[src/rtl/uart_tx_arbiter.sv]
// Round-robin arbiter sharing one 8N1 UART transmitter between NUM_REQ byte producers.
// Latency: handshake in cycle N -> uart_start in N+1; sent one cycle after uart_done_tx.
// Backpressure: one-hot req_ready only in IDLE; holds off all requesters until the frame (and gap) ends.
// Optional watchdog on the done pulse: define UART_TX_ARB_TIMEOUT_EN (timeout_err tied 0 otherwise).
module uart_tx_arbiter #(
  parameter int NUM_REQ        = 4,
  parameter int GAP_CYCLES     = 0,
  parameter int TIMEOUT_CYCLES = 65535
) (
  input  logic                       clk,
  input  logic                       rst_n,
  input  logic [NUM_REQ-1:0]         req_valid,
  input  logic [NUM_REQ*8-1:0]       req_data,
  output logic [NUM_REQ-1:0]         req_ready,
  output logic                       uart_start,
  output logic [7:0]                 uart_data,
  input  logic                       uart_done_tx,
  output logic                       busy,
  output logic [$clog2(NUM_REQ)-1:0] grant_id,
  output logic                       sent,
  output logic                       timeout_err
);

  localparam int IDW = $clog2(NUM_REQ);
  localparam int GW  = (GAP_CYCLES > 0) ? $clog2(GAP_CYCLES + 1) : 1;
  localparam logic [GW-1:0]  GAP_LAST = GW'((GAP_CYCLES > 0) ? GAP_CYCLES - 1 : 0);
  localparam logic [IDW-1:0] ID_LAST  = IDW'(NUM_REQ - 1);
  localparam logic [IDW:0]   NR_W     = (IDW + 1)'(NUM_REQ);

  typedef enum logic [1:0] {IDLE, LAUNCH, WAIT_DONE, GAP} state_t;

  state_t                 state;
  logic [IDW-1:0]         ptr;
  logic [IDW-1:0]         ptr_nxt;
  logic [IDW-1:0]         win_id;
  logic                   win_vld;
  logic [7:0]             win_dat;
  logic [2*NUM_REQ-1:0]   vv;
  logic [2*NUM_REQ-1:0]   rot;
  logic [IDW:0]           sum;
  logic                   run_q;
  logic [GW-1:0]          gap_cnt;
  logic                   frame_end;
  logic                   wd_expire;

  // Rotate the valid vector so ptr sits at bit 0, then take the first set bit.
  always_comb begin
    vv      = {req_valid, req_valid};
    rot     = vv >> ptr;
    win_vld = 1'b0;
    win_id  = '0;
    sum     = '0;
    for (int k = 0; k < NUM_REQ; k++) begin
      if (!win_vld && rot[k]) begin
        win_vld = 1'b1;
        sum     = {1'b0, ptr} + (IDW + 1)'(k);
        if (sum >= NR_W) sum = sum - NR_W;
        win_id  = sum[IDW-1:0];
      end
    end
  end

  // Byte mux for the winning requester.
  always_comb begin
    win_dat = '0;
    for (int i = 0; i < NUM_REQ; i++) begin
      if (win_id == IDW'(i)) win_dat = req_data[i*8 +: 8];
    end
  end

  // run_q keeps req_ready low while reset is held and for the first clock after release.
  always_ff @(posedge clk or negedge rst_n) begin
    if (!rst_n) run_q <= 1'b0;
    else        run_q <= 1'b1;
  end

  assign req_ready = (state == IDLE && run_q && win_vld) ? (NUM_REQ'(1) << win_id) : '0;
  assign ptr_nxt   = (grant_id == ID_LAST) ? '0 : grant_id + IDW'(1);
  assign frame_end = (state == WAIT_DONE) && (uart_done_tx || wd_expire);

`ifdef UART_TX_ARB_TIMEOUT_EN
  localparam int WW = $clog2(TIMEOUT_CYCLES + 1);
  localparam logic [WW-1:0] WD_LAST = WW'(TIMEOUT_CYCLES - 1);
  logic [WW-1:0] wd_cnt;

  assign wd_expire = (state == WAIT_DONE) && (wd_cnt == WD_LAST);

  // Watchdog: counts cycles spent in WAIT_DONE; a done in the expiry cycle wins over the timeout.
  always_ff @(posedge clk or negedge rst_n) begin
    if (!rst_n) begin
      wd_cnt      <= '0;
      timeout_err <= 1'b0;
    end else begin
      timeout_err <= wd_expire && !uart_done_tx;
      if (state != WAIT_DONE)  wd_cnt <= '0;
      else if (!wd_expire)     wd_cnt <= wd_cnt + WW'(1);
    end
  end
`else
  assign wd_expire   = 1'b0;
  assign timeout_err = 1'b0;
`endif

  // Frame FSM with registered start/busy/sent outputs.
  always_ff @(posedge clk or negedge rst_n) begin
    if (!rst_n) begin
      state      <= IDLE;
      ptr        <= '0;
      uart_start <= 1'b0;
      uart_data  <= '0;
      grant_id   <= '0;
      sent       <= 1'b0;
      busy       <= 1'b0;
      gap_cnt    <= '0;
    end else begin
      uart_start <= 1'b0;
      sent       <= 1'b0;
      case (state)
        IDLE: begin
          if (|(req_valid & req_ready)) begin
            uart_data  <= win_dat;
            grant_id   <= win_id;
            uart_start <= 1'b1;
            busy       <= 1'b1;
            state      <= LAUNCH;
          end
        end
        LAUNCH: begin
          state <= WAIT_DONE;
        end
        WAIT_DONE: begin
          if (frame_end) begin
            sent <= uart_done_tx;
            ptr  <= ptr_nxt;
            if (GAP_CYCLES > 0) begin
              gap_cnt <= '0;
              state   <= GAP;
            end else begin
              busy  <= 1'b0;
              state <= IDLE;
            end
          end
        end
        GAP: begin
          if (gap_cnt == GAP_LAST) begin
            busy  <= 1'b0;
            state <= IDLE;
          end else begin
            gap_cnt <= gap_cnt + GW'(1);
          end
        end
        default: state <= IDLE;
      endcase
    end
  end

endmodule
[config.mk]
export PLATFORM = sky130hd
export DESIGN_NAME = uart_tx_arbiter
export DESIGN_NICKNAME = d
export VERILOG_FILES = /design/src/rtl/uart_tx_arbiter.sv
export SDC_FILE = /design/constraint.sdc
export NUM_CORES = 1
export LEC_CHECK = 0
export CAP_MARGIN = 25
export CORE_MARGIN = 1
export CORE_UTILIZATION = 39
export DETAILED_ROUTE_END_ITERATION = 7
export PLACE_DENSITY = 0.77
export SYNTH_ARGS = -nofsm -noshare
export SYNTH_HDL_FRONTEND = slang
export SYNTH_SLANG_ARGS = --single-unit
[constraint.sdc]
create_clock -name clk -period 4.2 [get_ports clk]
set_input_delay 1.05 -clock clk [delete_from_list [all_inputs] [get_ports clk]]
set_output_delay 1.05 -clock clk [all_outputs]
set_load 0.01 [all_outputs]
==> impl_metrics.tcl, run 1 <==
set metrics [dict create \
    maxCapViolations 0 \
    gp_congestion 0.832 \
    vias 1181 \
    drc 5 \
    coreArea_um2 2810 \
    p_seq_frac 0.312 \
    setup_tns_ps 0 \
    violations "DRC" \
    cp-start-kind "input port" \
    worst_pin_slew_ps 794 \
    hold_buffers 0 \
    hpwl_um 2660 \
    combPwrFrac 0.579 \
    num_rows 19 \
    top_usage_layer "met2" \
    antenna_left 0 \
    finalCritPeriodShare 0.965 \
    synth.yosys.seq_area_share 0.384 \
    use_met3 0.0461 \
    synth_top_area_cell "dfrtp_1" \
    fin_area_um2 1910 \
    cts_buffer_depth 2 \
    place_ws_ps -232 \
    cp.arrival_ps 3000 \
    crit_fanout 11 \
    min_from "busy" \
    switchingPower_mw 0.375 \
    syn_to_final_growth_pct 63.1 \
    powerDensity_nw_per_um2 511 \
    p_int_mw 0.602 \
    ys.flop_type "dfrtp_1" \
    grt_pass1_vias 1250 \
    io_buffers 55 \
    die_width_um 56.8 \
    drt-wirelength-per-cell_um 15.9 \
    grt_max_degree 19 \
    rsz0062_at_grt "false" \
    async_flop_share 1.00 \
    hold_class "reg -> reg" \
    drive_gt1_frac 0.259 \
    grt_first_pass_wirelength_um 5560 \
    nets 226 \
    use_met2 0.366 \
    track_usage 0.224 \
    min_path_cells 2 \
    relSlewSlack 0.469 \
    dr.pass1.iters 6 \
    synth_area_leaders "dfrtp_1 (38%), a21bo_2 (6.8%), mux2i_1 (6.8%), o211ai_2 (6.4%), o31ai_1 (5.8%)" \
    synth_cells 116 \
    dieArea_um2 3230 \
    reg2reg_to "uart_data[7]" \
    netlist.area_leader.share 0.384 \
    leakagePower_nw 0.886 \
    synth_most_common_cell "dfrtp_1" \
    ir_drop_uv 326 \
    grtUsageMet1 0.284 \
    pin_count 57 \
    grt_overflow 0 \
    antenna_found_initial 0 \
    drt-initial-drc-count 35 \
    hold_violations 0 \
    power_frac_clock 0.109 \
    whs_ps 483 \
    ys_warn_count 0 \
    viasPerCell 5.47 \
    synth_nets 156 \
    slew_violations 0 \
    syn_area_um2 1170 \
    path_clk_slew_ps 100 \
    fp.dieH_um 56.8 \
    crit_required_ps 3150 \
    cts_made_buffers 3 \
    clock-root-buffer "clkbuf_4" \
    path_class "in -> out" \
    ys_ff_latch 18 \
    clock_sinks 18 \
    min_period_ps 4050 \
    fin_ws_ps 147 \
    clk_latency_ps 290 \
    status "complete, but fails checks" \
    whs_endpoint "busy" \
    setup.worst_path.end_class "output port" \
    switching_share 0.384 \
    fmax_ghz 0.247 \
    reg2reg_slack_ps 2380 \
    avgSynthCellArea_um2 10.1 \
    cts_max_level 1 \
    diodes 0 \
    synth_edf_count 0 \
    fin_skew_ps 5.66 \
    cts_tree "yes" \
    synth.distinct_cells 38 \
    initial_core_util 0.418 \
    setup_viol 0 \
    routed_wl_um 3430 \
    postPlaceCellArea_um2 1830 \
    ff2ff_path_depth 6 \
    synthTopCellsByCount "dfrtp_1 (18), nand2_1 (15), o31ai_1 (9)" \
    r2r_start "ptr[1]" \
]
kinds of logic (layout without fill, tap and decap cells):
group | after synthesis | after routing | share of synthesized area
AND/OR/NAND/NOR | 43 | 43 | 0.208
buffers and inverters | 9 | 78 | 0.0512
adder cells (fa/ha/maj) | 1 | 1 | 0.0107
flip-flops | 18 | 18 | 0.384
other | 2 | 2 | 0.00641
multiplexers | 10 | 10 | 0.0875
AO/OA/AOI/OAI | 33 | 33 | 0.252
stage by stage:
step | total power [mW] | utilization | instances
global route | 1.04 | 0.682 | 216
global placement | 0.826 | 0.651 | 211
floorplan | 0.595 | - | 116
detailed placement | 0.845 | 0.651 | 211
finish | 0.977 | 0.682 | 216
CTS | 0.964 | 0.669 | 215
power by group through the flow:
stage	combinational, mW	sequential [mW]	clock (mW)
final	0.566	0.305	0.107
after global routing	0.609	0.314	0.115
after CTS	0.551	0.304	0.109
after detailed placement	0.541	0.304	0
after global placement	0.523	0.303	0
after floorplan	0.276	0.319	0
sequential cells by signal (all words and copies together), names as in the netlist:
register	cells
busy	1
grant_id	2
ptr	2
run_q	1
sent	1
state	2
uart_data	8
uart_start	1
worst max-delay path: stages:
cell,delay [ps]
clkdlybuf4s50_1,520
nand2b_1,140
a211oi_2,90
buf_4,160
nor3_4,300
and2b_2,210
clkdlybuf4s50_1,530
what timing repair did:
action,in CTS,in global routing
buffers inserted,0,1
gates resized for setup,3,7
pin swaps,0,1
setup endpoints to repair,4,4
cell type report:
class                      count  area, um^2
multi-input combinational     89         689
fill                         216         893
tap                           31        38.8
clock buffer                   4        36.3
inverter                       3        11.3
sequential                    18         450
timing repair buffer          71         686
cells in the final DEF (no fill, tap or decap), types with 2 or more instances in the layout:
master and count:
inv_1 3, nand2_1 15, a21bo_2 8, a21o_1 2, o211ai_1 2, mux2i_1 8, mux2_2 2, dlymetal6s2s_1 3
dfrtp_1 18, clkdlybuf4s50_1 52, nor3_4 2, nor2_1 6, buf_4 15, nand4_1 8, clkbuf_4 3, o31ai_1 9
o211ai_2 6, conb_1 2
worst max path at each step:
stage | slack (ps) | startpoint | endpoint
final | 150 | req_valid[3] | req_ready[2]
after global placement | -120 | req_valid[1] | req_ready[2]
after detailed placement | -230 | req_valid[1] | req_ready[3]
after global routing | 30 | req_valid[3] | req_ready[2]
after CTS | 9 | req_valid[1] | req_ready[1]
after floorplan | 1010 | req_valid[0] | req_ready[2]
layer usage:
metal	up-vias	part of all wire
met2	57	0.49
met3	12	0.072
met5	-	0
met4	0	0.022
li1	566	-
met1	546	0.41
No activity file was read; power rests on OpenSTA's default activity.
==> run 2, diff against run 1 <==
- CAP_MARGIN: 25 -> 30
==> results of run 2 <==
The final DEF is identical to that of run 1; final timing and power are the same.
